$ cat src/rtl/video_in_store.sv
// Drains 8-bit pixels from the capture FIFO, packs four per 32-bit word and writes
// whole frames to memory as a Wishbone B3 master using incrementing bursts.
//
// state | meaning
// IDLE  | waiting for frame_start; base address latched on acceptance
// FILL  | popping 4*BURST pixels from the FIFO into the burst buffer
// WRITE | Wishbone burst of BURST words in flight
// DONE  | frame_done pulse, then back to IDLE
module video_in_store #(
  parameter int WIDTH  = 640,
  parameter int HEIGHT = 480,
  parameter int BURST  = 8
) (
  input  logic        clk,
  input  logic        nRST,
  input  logic        frame_start,
  input  logic [31:0] frame_base,
  input  logic        fifo_empty,
  input  logic [7:0]  fifo_data,
  output logic        fifo_r_e,
  output logic        wb_cyc,
  output logic        wb_stb,
  output logic        wb_we,
  output logic [31:0] wb_adr,
  output logic [31:0] wb_dat_o,
  output logic [3:0]  wb_sel,
  output logic [2:0]  wb_cti,
  input  logic        wb_ack,
  output logic        frame_done,
  output logic        frame_err
);

  localparam int TOTAL = WIDTH * HEIGHT / 4;
  localparam int PIX   = 4 * BURST;
  localparam int PW    = $clog2(PIX + 1);
  localparam int BW    = (BURST > 1) ? $clog2(BURST) : 1;
  localparam int WW    = $clog2(TOTAL + 1);

  typedef enum logic [1:0] {IDLE, FILL, WRITE, DONE} state_t;

  state_t      state;
  logic [31:0] base;
  logic [WW-1:0] word_cnt;
  logic [PW-1:0] rd_cnt;
  logic [PW-1:0] cap_cnt;
  logic        rd_pend;
  logic [BW-1:0] beat;
  logic [31:0] buf_mem [BURST];

  logic [BW-1:0] beat_nxt;
  logic [WW-1:0] word_nxt;
  logic [BW-1:0] cap_word;
  logic [4:0]    cap_lane;

  assign beat_nxt = beat + 1'b1;
  assign word_nxt = word_cnt + 1'b1;
  assign cap_word = cap_cnt[BW+1:2];
  assign cap_lane = {cap_cnt[1:0], 3'b000};

  // Combinational so a read never uses a stale view of fifo_empty.
  assign fifo_r_e = (state == FILL) && !fifo_empty && (rd_cnt < PW'(PIX));

  always_ff @(posedge clk) begin
    if (!nRST) begin
      state      <= IDLE;
      base       <= '0;
      word_cnt   <= '0;
      rd_cnt     <= '0;
      cap_cnt    <= '0;
      rd_pend    <= 1'b0;
      beat       <= '0;
      wb_cyc     <= 1'b0;
      wb_stb     <= 1'b0;
      wb_we      <= 1'b0;
      wb_adr     <= '0;
      wb_dat_o   <= '0;
      wb_sel     <= '0;
      wb_cti     <= '0;
      frame_done <= 1'b0;
      frame_err  <= 1'b0;
      for (int i = 0; i < BURST; i++) buf_mem[i] <= '0;
    end else begin
      frame_err  <= frame_start && (state != IDLE);
      frame_done <= 1'b0;
      rd_pend    <= fifo_r_e;
      case (state)
        IDLE: begin
          if (frame_start) begin
            base     <= frame_base & 32'hFFFF_FFFC;
            word_cnt <= '0;
            rd_cnt   <= '0;
            cap_cnt  <= '0;
            state    <= FILL;
          end
        end
        FILL: begin
          if (fifo_r_e) rd_cnt <= rd_cnt + 1'b1;
          if (rd_pend) begin
            buf_mem[cap_word][cap_lane +: 8] <= fifo_data;
            if (cap_cnt == PW'(PIX - 1)) begin
              cap_cnt  <= '0;
              rd_cnt   <= '0;
              beat     <= '0;
              state    <= WRITE;
              wb_cyc   <= 1'b1;
              wb_stb   <= 1'b1;
              wb_we    <= 1'b1;
              wb_sel   <= 4'hF;
              wb_adr   <= base + (32'(word_cnt) << 2);
              // With a one-word burst the final pixel lands in word 0 this same edge.
              wb_dat_o <= (BURST == 1) ? {fifo_data, buf_mem[0][23:0]} : buf_mem[0];
              wb_cti   <= (BURST == 1) ? 3'b111 : 3'b010;
            end else begin
              cap_cnt <= cap_cnt + 1'b1;
            end
          end
        end
        WRITE: begin
          if (wb_ack) begin
            word_cnt <= word_nxt;
            if (beat == BW'(BURST - 1)) begin
              wb_cyc   <= 1'b0;
              wb_stb   <= 1'b0;
              wb_we    <= 1'b0;
              wb_sel   <= '0;
              wb_cti   <= '0;
              wb_adr   <= '0;
              wb_dat_o <= '0;
              if (word_nxt == WW'(TOTAL)) begin
                state      <= DONE;
                frame_done <= 1'b1;
              end else begin
                state <= FILL;
              end
            end else begin
              beat     <= beat_nxt;
              wb_adr   <= wb_adr + 32'd4;
              wb_dat_o <= buf_mem[beat_nxt];
              wb_cti   <= (beat_nxt == BW'(BURST - 1)) ? 3'b111 : 3'b010;
            end
          end
        end
        DONE: state <= IDLE;
        default: state <= IDLE;
      endcase
    end
  end

endmodule

$ cat config.mk
export PLATFORM = sky130hd
export DESIGN_NAME = video_in_store
export DESIGN_NICKNAME = d
export VERILOG_FILES = /design/src/rtl/video_in_store.sv
export SDC_FILE = /design/constraint.sdc
export NUM_CORES = 1
export LEC_CHECK = 0
export CAP_MARGIN = 20
export CORE_ASPECT_RATIO = 1.4
export CORE_MARGIN = 4
export CORE_UTILIZATION = 45
export CTS_CLUSTER_DIAMETER = 120
export DETAILED_ROUTE_END_ITERATION = 8
export SYNTH_ARGS = -nofsm -noshare
export SYNTH_HDL_FRONTEND = slang
export SYNTH_SLANG_ARGS = --single-unit
$ cat constraint.sdc
create_clock -name clk -period 3.6 [get_ports clk]
set_input_delay 0.72 -clock clk [delete_from_list [all_inputs] [get_ports clk]]
set_output_delay 0.72 -clock clk [all_outputs]
set_load 0.01 [all_outputs]
# --- Yosys cells after proc, flatten, opt, wreduce, memory -nomap -nowiden ---
# Memory sizes are Yosys's and may differ from the RTL's.
# Cells that the tools add are included.
classes:
  addsub: 7
  muxes: 58
  magnitude_cmp: 1
  shift: 2
  reduce_logical: 19
  eq_ne: 13
ops:
  columns: ["cell", "n"]
  rows:
  - ["$mux 32", 11]
  - ["$pmux 32 s2", 2]
  - ["$mux 6", 6]
  - ["$mux 17", 2]
  - ["$pmux 17 s2", 1]
  - ["$add 32x19->32", 1]
  - ["$add 32x3->32 const B", 1]
  - ["$reduce_or 32->1", 1]
  - ["$shift 8x7->32 const A", 1]
  - ["$shiftx 8x7->32", 1]
  - ["$mux 3", 10]
  - ["$pmux 6 s2", 2]
  - ["$add 17x1->17 const B", 1]
  - ["$eq 17x17->1 const B", 1]
  - ["$mux 4", 4]
  - ["$reduce_and 5->1", 3]
  - ["$add 6x1->6 const B", 2]
  - ["$mux 2", 6]
  - ["$pmux 3 s2", 2]
  - ["$ne 2x2->1 const B", 5]
  - ["$mux 1", 9]
  - ["$pmux 2 s4", 1]
  - ["$pmux 4 s2", 1]
  - ["$reduce_and 4->1", 2]
  - ["other kinds (15)", 24]
word_totals:
  regBits: 139
  ram_bits: 256
  input_bits: 45
  out_inout_bits: 77
  wordCells: 115
  n_memories: 1
mem_list:
  columns: ["memory", "depth", "width", "read_ports", "rd_ports_with_merged_regs", "write_ports", "line_no", "text"]
  rows:
  - ["buf_mem", 8, 32, 2, 0, 8, "48", "logic [31:0] buf_mem [BURST];"]

# --- Depth between registers and ports, before layout ---
logic_depth:
  word_depth: 7
  depth_mapped: 11
  ltp_nobuf: 9

# --- Least setup slack after synthesis ---
# Ideal clock, no wire load.
synth_timing:
  path_kind: "register to register"
  from: "reg beat[0]"
  to: "reg wb_dat_o[13]"
  path_buffers: 5
  slack_ps: 558
  setup_ps: 132
  stages_incl_launch_ff: 12
  period_less_slack_ps: 3042
  t_arrival_ps: 2910
  t_required_ps: 3468
  cell_sequence: "dfxtp_1 clkbuf_1 buf_2 buf_2 inv_1 ha_1 clkbuf_1 buf_1 mux4_2 mux2_2 a221oi_1 nor3_1"
synth_via:
  elab_chain_len: 5
  word_cells_on_any_way: 6
  cone_classes: "add/sub: 1; eq/ne: 1; mux: 3; memory: 1"
synth_rtl:
  columns: ["element", "line_no", "text"]
  rows:
  - ["from (decl)", "47", "logic [BW-1:0] beat;"]
  - ["from (signal assigned)", "136", "beat <= beat_nxt;"]
  - ["$add 3x1->3", "55", "assign beat_nxt = beat + 1'b1;"]
  - ["$mem_v2 8x32", null, null]
  - ["$mux 32 (*)", "121", "if (beat == BW'(BURST - 1)) begin"]
  - ["$mux 32 (*)", "119", "if (wb_ack) begin"]
  - ["$pmux 32 s2 (*)", "86", "case (state)"]
  - ["to (signal assigned)", "111", "wb_dat_o <= (BURST == 1) ? {fifo_data, buf_mem[0][23:0]} : buf_mem[0];"]
  - ["to (signal assigned)", "138", "wb_dat_o <= buf_mem[beat_nxt];"]
  - ["to (decl)", "25", "output logic [31:0] wb_dat_o,"]
# Every way passes the cells marked *; elsewhere a longest branch is shown, timed or not. The select of a mux whose other input is x is not followed.
# A chain may end at the register's enable or synchronous reset.

# --- Worst setup path after layout ---
layout_timing:
  from: "reg word_cnt[1]"
  to: "reg wb_adr[23]"
layout_via:
  elab_chain_len: 4
layout_rtl:
  columns: ["element", "line_no", "text"]
  rows:
  - ["from (decl)", "43", "logic [WW-1:0] word_cnt;"]
  - ["from (signal assigned)", "120", "word_cnt <= word_nxt;"]
  - ["$add 32x19->32", "109", "wb_adr <= base + (32'(word_cnt) << 2);"]
  - ["$mux 32", "100", "if (cap_cnt == PW'(PIX - 1)) begin"]
  - ["$mux 32", "98", "if (rd_pend) begin"]
  - ["$pmux 32 s2", "86", null]
  - ["to (signal assigned)", "109", null]
  - ["to (signal assigned)", "137", "wb_adr <= wb_adr + 32'd4;"]
  - ["to (decl)", "24", "output logic [31:0] wb_adr,"]
# No other way between the ends. The select of a mux whose other input is x is not followed.

==> flow_metrics.py <==
metrics = {
    "routing": {
        "routed_wl_mm": 48.9,
        "drtPass1Iterations": 5,
        "wl_per_cell_um": 20.5,
        "drt_iter0_drc": 837,
        "route.detailed.drc": 0,
        "drtAntennaViolNets": 0,
        "vias_per_cell": 5.72,
        "vias": 13700,
    },
    "synth": {
        "synth-compound-area-share_pct": 9.40,
        "synth_cell_types": 69,
        "synth_top_family_by_area": "simple AND/OR/NAND/NOR gates",
        "synth_edf_count": 256,
        "yosys_warnings": 0,
        "yosys.area_share.simple_pct": 18.4,
        "netlist_area_mm2": 0.0184,
        "synth_top_flop_cell": "edfxtp_1",
        "async_reset_ff_share_pct": 0,
        "synthMuxAreaShare_pct": 9.94,
        "yosysSeqAreaShare_pct": 56.1,
        "synthAdderAreaFrac_pct": 2.08,
        "ys_ff_latch": 388,
        "synth_area_per_cell_um2": 10.7,
        "synth_xor_area_share_pct": 1.52,
        "netlist_instances": 1729,
    },
    "layout": {
        "fill_cells": 3608,
        "antenna_cells": 0,
        "multi_input_area_mm2": 0.00765,
        "layout-drive-gt1-share_pct": 11.2,
        "fin_cells": 2387,
        "area_growth_syn_to_layout_pct": 16.9,
        "final_util_pct": 53.4,
        "ff_latch_area_mm2": 0.0103,
        "final_common_cell": "nor2_1",
        "finish.net_count": 1895,
        "final_cell_mix": "nor2_1 (368), edfxtp_1 (256), nand2_1 (234)",
    },
    "sta": {
        "fmax_mhz": 340,
        "finalSetupTns_ns": 0,
        "rsz0062_at_grt": "false",
        "maxSlewHeadroom_pct": 38.5,
        "maxSlewViolCount": 0,
        "skew_ns": 0.0252,
        "setup_viol": 0,
        "setup_slack_ns": 0.655,
        "finalHoldViolCount": 0,
        "worst_slew_pin_slew_ns": 0.914,
        "min_period_ns": 2.95,
        "finalCritPeriodShare_pct": 81.8,
    },
    "power_and_ir_drop": {
        "ir_drop_mv": 0.430,
        "p_int_w": 0.00778,
        "p_seq_share_pct": 49.5,
        "switchingPower_w": 0.00225,
        "combinationalPowerShare_pct": 6.3,
        "p_per_area_mw_per_mm2": 465,
        "p_leak_nw": 7.24,
        "power_frac_clock_pct": 44.2,
        "switching_share_pct": 22.4,
    },
    "global_routing": {
        "grt_use_met3_pct": 2.83,
        "met1_usage_pct": 24.5,
        "grt_pass1_wl_mm": 76.0,
        "antenna_found_initial": 0,
        "grt.overflow.total": 0,
        "grt_use_met2_pct": 42.0,
        "busiest_layer": "met2",
        "grt_pass1_vias": 13900,
        "track_usage_pct": 22.0,
        "grt_max_degree": 73,
    },
    "die": {
        "core-area_mm2": 0.0404,
        "io_pins": 122,
        "num_rows": 87,
        "fp.dieH_um": 247,
        "die_w_um": 179,
        "initial_core_util_pct": 45.6,
        "die-area_mm2": 0.0443,
    },
    "critical_path": {
        "crit_type": "flip-flop to flip-flop",
        "reg2reg_from": "word_cnt[1]",
        "cp_slowest_cell": "dfxtp_1",
        "max_stage_delay_ns": 0.54,
        "start_kind": "flip-flop",
        "crit_top_cell": "a21o_1",
        "crit_fanout": 10,
        "critPathArrivalTime_ns": 3.38,
        "end_kind": "flip-flop",
        "critPathRequiredTime_ns": 4.04,
        "crit_chain": "ha_1 -> a211oi_1 -> nor2_1 -> o31ai_1 -> a21o_1 -> a21o_1 -> o21ai_0 -> a221o_1",
        "cp-startpoint": "word_cnt[1]",
    },
    "run_status": {
        "status": "completed",
    },
    "clocking": {
        "clkLatencyLatePin_ns": 0.56,
        "cts-root-buf": "clkbuf_16",
        "numCtsBuffers": 41,
        "cts.path.max_buffers": 3,
        "h-tree-depth": 2,
        "cts-resized-gates": 0,
        "clk_pin_slew_worst_paths_ns": 0.06,
        "hold_buffers": 0,
        "cts_num_sinks": 388,
        "post_cts_buffers": 0,
        "cts_tree": "done",
    },
    "placement": {
        "io_buffers": 117,
        "place.gp.congestion": 0.916,
        "dp_hpwl_mm": 34.7,
        "dp_slack_ns": 0.602,
        "dp.cells": 2311,
    },
    "hold_path": {
        "min_from": "base[2]",
        "hp-class": "flip-flop to flip-flop",
    },
    "job": {
        "drv_cap": 0,
    },
}
routing by layer:
metal  vias up  part of all wire, %
met3       105                  4.8
met2       414                   55
met5         -                    0
li1       6493                    -
met1      6653                   36
met4         0                  3.9
flip-flops by register name, summed over array words and instances (netlist names):
register / count
wb_dat_o: 32
buf_mem: 256
state: 2
beat: 3
frame_err: 1
word_cnt: 17
base: 30
rd_pend: 1
cap_cnt: 6
wb_sel: 1
frame_done: 1
rd_cnt: 6
wb_cti: 2
wb_adr: 30
path summary, 6_finish.rpt:
| kind | to | slack [ns] | cells past startpoint |
|---|---|---|---|
| worst min register to register | base[2] | 0.46 | 2 |
| worst max-delay path | wb_adr[23] | 0.65 | 8 |
| worst max register to register | wb_adr[23] | 0.65 | 8 |
| worst min-delay path | base[2] | 0.46 | 2 |
critical path: cells and delay by family, from the launching register on:
family	cells	cell delay (ns)
AO/OA/AOI/OAI	6	1.84
flip-flops	1	0.54
adder cells (fa/ha/maj)	1	0.32
AND/OR/NAND/NOR	1	0.14
through the flow:
step                      total power (W)  hold slack (ns)  cell area, um^2
final                              0.0100            0.463            21500
after global routing               0.0104            0.484            21500
after CTS                          0.0101            0.468            21500
after detailed placement          0.00569            0.456            20100
after global placement            0.00568            0.451            20100
after floorplan                   0.00543            0.422            18400
cells by family after synthesis:
logic type | count (synthesis)
xor+xnor | 32
other cells | 1
fa+ha+maj | 30
compound gates | 275
mux | 99
buf+inv | 116
simple gates | 788
flops | 388
synthesized netlist by cell type (all sizes together) (2+ instances only):
cell type	count	share of area, %
a31oi	15	0.51
nor3	65	1.8
o22ai	10	0.34
xnor2	22	1.0
mux2i	3	0.16
o31ai	2	0.081
or3	3	0.10
o32ai	3	0.14
edfxtp	256	42
dfxtp	132	14
a21oi	87	2.4
nand3	25	0.68
a211oi	10	0.41
nand2	235	4.8
or4	3	0.14
a221oi	34	1.6
xor2	10	0.48
o21a	2	0.081
buf	23	0.71
and2	13	0.44
mux4	64	7.8
a21o	13	0.53
nand3b	2	0.15
and3	13	0.44
o211ai	5	0.20
a22oi	11	0.45
clkbuf	80	1.6
and4	2	0.095
nand2b	3	0.10
nor2b	4	0.14
o21ai	65	1.8
mux2	32	2.0
nor2	370	7.5
nand4	22	0.75
nand4b	3	0.14
a311oi	3	0.14
inv	13	0.26
ha	29	2.0
nor4	11	0.48
nor3b	10	0.41
area by class of cell:
type                    instances  share of cell area [%]
clock inverters                19                    1.15
flip-flops and latches        388                    48.0
multi-input cells            1226                    35.5
well taps                     534                    3.10
clock buffers                  57                    5.42
inverters                      13                   0.238
repair buffers                150                    6.62
power groups by stage:
| stage | registers [W] | logic [W] | clock network [W] |
|---|---|---|---|
| finish | 0.00496 | 0.000629 | 0.00443 |
| global route | 0.00498 | 0.000690 | 0.00470 |
| CTS | 0.00496 | 0.000637 | 0.00451 |
| detailed placement | 0.00506 | 0.000634 | 0 |
| global placement | 0.00505 | 0.000623 | 0 |
| floorplan | 0.00503 | 0.000398 | 0 |
Power figures use the tool's default switching activity.
==> RTL change (same flow settings) <==
Put one more register stage on the output `frame_err`, without a reset. The value now appears one clock later. The other outputs are not delayed to match.
--- a/src/rtl/video_in_store.sv
+++ b/src/rtl/video_in_store.sv
@@ -40,2 +40,4 @@
 
+  logic frame_err_s0;
+
   state_t      state;
@@ -79,6 +81,6 @@
       frame_done <= 1'b0;
-      frame_err  <= 1'b0;
+      frame_err_s0 <= 1'b0;
       for (int i = 0; i < BURST; i++) buf_mem[i] <= '0;
     end else begin
-      frame_err  <= frame_start && (state != IDLE);
+      frame_err_s0 <= frame_start && (state != IDLE);
       frame_done <= 1'b0;
@@ -148,2 +150,6 @@
 
+  always_ff @(posedge clk) begin
+    frame_err <= frame_err_s0;
+  end
+
 endmodule
Function: changed (a bounded check fails within 4 cycles, from zero or initial values and one cycle with nRST low).
==> RTL change against the original RTL <==
  * Wire length up 1.2%
  * Die area is 0.11% higher
  * Power is 3.4% lower
  * Core utilization shrank 0.31 points
  * Sequential share of layout area is 0.38 points higher
  * Sequential cell count rose by 1
  * Worst setup slack worse by 0.012 ns
  * Highest routed layer unchanged
  * Final area fell by 0.59%
  * Synthesized area rose by 0.11%
  * Count of clock-buffer cells in the layout shrank 2
==> RTL change: results (changes against the original RTL) <==
post-DP HPWL 34400 microns (-0.81%); first-pass GRT wire length 76300 microns (+0.37%); Ant. Diodes 0 (unchanged); Adder-Cell Fraction of Synth Area 2.08% (-0.0023 points); Synth Area in Compound Gates 9.39% (-0.010 points); LEAKAGE 7.17 nW (-0.93%); ClkCell Share 5.96% (-0.61 points); Met2 Wirelength 26800 microns (about the same); port buffer count 117 (unchanged); r2r setup slk 0.64 ns; Final GP Congestion 0.910 (-0.68%); Crit path largest cell delay 0.57 ns (+0.03 ns); status completed; max-slew violations 0 (unchanged); Post-synth top cells 370 x nor2_1, 256 x edfxtp_1, 234 x nand2_1; Clock Skew 0.0142 ns (-0.0109 ns); met3 GRT Util 2.76% (-0.076 points); Global Route met1 Usage 24.9% (+0.41 points); filler cell count 3533 (-2.1%); syn avg cell area 10.7 sq um (about the same); Metal-1 WL 18000 microns (+1.3%); Total Routing Usage GR 22.2% (+0.12 points); post-cts resize count 0 (unchanged); multi-input gate share of total cell area 35.7% (+0.21 points); sequential area share after synthesis 56.1% (about the same); non-filler cells, final 2384 (-0.13%); met3 routed WL 2420 microns (+2.1%); met2 global-route usage 41.9% (-0.16 points); vias in the first global route 13700 (-1.0%); CLK BUF 55 (-3.5%); layout cells sized above 1 10.9% (-0.31 points); FF-to-FF End wb_adr[23]$_SDFFE_PN0P_; vias per cell 5.74 (+0.34%); initial drt markers 876 (+4.7%); mux cell area share after synthesis 9.93% (-0.011 points); top flop regs buf_mem x256, wb_dat_o x32; Worst slew margin 42.5% (+4.0 points); CTS Sinks 389 (+0.26%); slowest cell on the critical path o31ai_1; drt wl/cell 20.7 microns (+1.3%); FF+latch area 10400 sq um (+0.19%); hold_sp frame_err_s0$_SDFF_PN0_; crit path DAT 3.39 ns (about the same); largest cells by area after synthesis edfxtp_1 42%, dfxtp_1 14%, mux4_2 7.8%, nor2_1 7.5%, nand2_1 4.8%; pin count of the biggest net entering global routing 71 (-2.7%); buffering overhead 6.62% (about the same); R2R depth 8 (unchanged); hold endpoint frame_err$_DFF_P_; XOR/XNOR share of the synthesized area 1.52% (-0.0017 points); worst IR drop on VDD 0.000386 V (-10%); Non-clock buffers 149 (-0.67%); TritonCTS buffer count 41 (unchanged); Worst Hold Depth 0 (-2)
==> RTL change: cell types whose count changed after synthesis, sizes merged <==
cell	change
dfxtp	+1
==> RTL change: how the worst max path moves through the flow <==
stage / slack (ns) / startpoint / to
global placement: 0.68 / wb_ack / wb_adr[23]$_SDFFE_PN0P_
detailed placement: 0.68 / wb_ack / wb_adr[23]$_SDFFE_PN0P_
finish: 0.64 / word_cnt[1]$_SDFFE_PN0P_ / wb_adr[23]$_SDFFE_PN0P_
floorplan: 0.56 / beat[0]$_SDFFE_PN0P_ / wb_dat_o[13]$_SDFFE_PN0P_
global route: 0.50 / word_cnt[1]$_SDFFE_PN0P_ / wb_adr[23]$_SDFFE_PN0P_
CTS: 0.72 / state[0]$_SDFFE_PN0P_ / fifo_r_e
==> RTL change: report_power, final <==
| part | leakage, nW | switching [mW] | internal (mW) |
|---|---|---|---|
| combinational | 2.91 | 0.390 | 0.242 |
| clock | 0.624 | 1.76 | 2.32 |
| sequential | 3.64 | 0.0762 | 4.90 |
| total | 7.17 | 2.22 | 7.46 |
==> RTL change: stage by stage <==
stage / util, % / area (sq um) / total power, mW / hold slack (ns) / setup slack (ns)
detailed placement: 49.9 / 20100 / 5.71 / 0.332 / 0.677
floorplan: - / 18500 / 5.44 / 0.310 / 0.558
global placement: 49.9 / 20100 / 5.69 / 0.349 / 0.684
finish: 53.0 / 21400 / 9.68 / 0.347 / 0.642
global route: 53.0 / 21400 / 10.0 / 0.347 / 0.496
CTS: 53.0 / 21400 / 9.77 / 0.346 / 0.716
==> RTL change: worst max-delay path, delay by kind of cell, from the launching register on <==
kind | cells | cell delay (ns)
AOI/OAI and AO/OA | 6 | 1.85
adders and majority gates | 1 | 0.32
DFF | 1 | 0.54
and+or+nand+nor | 1 | 0.13
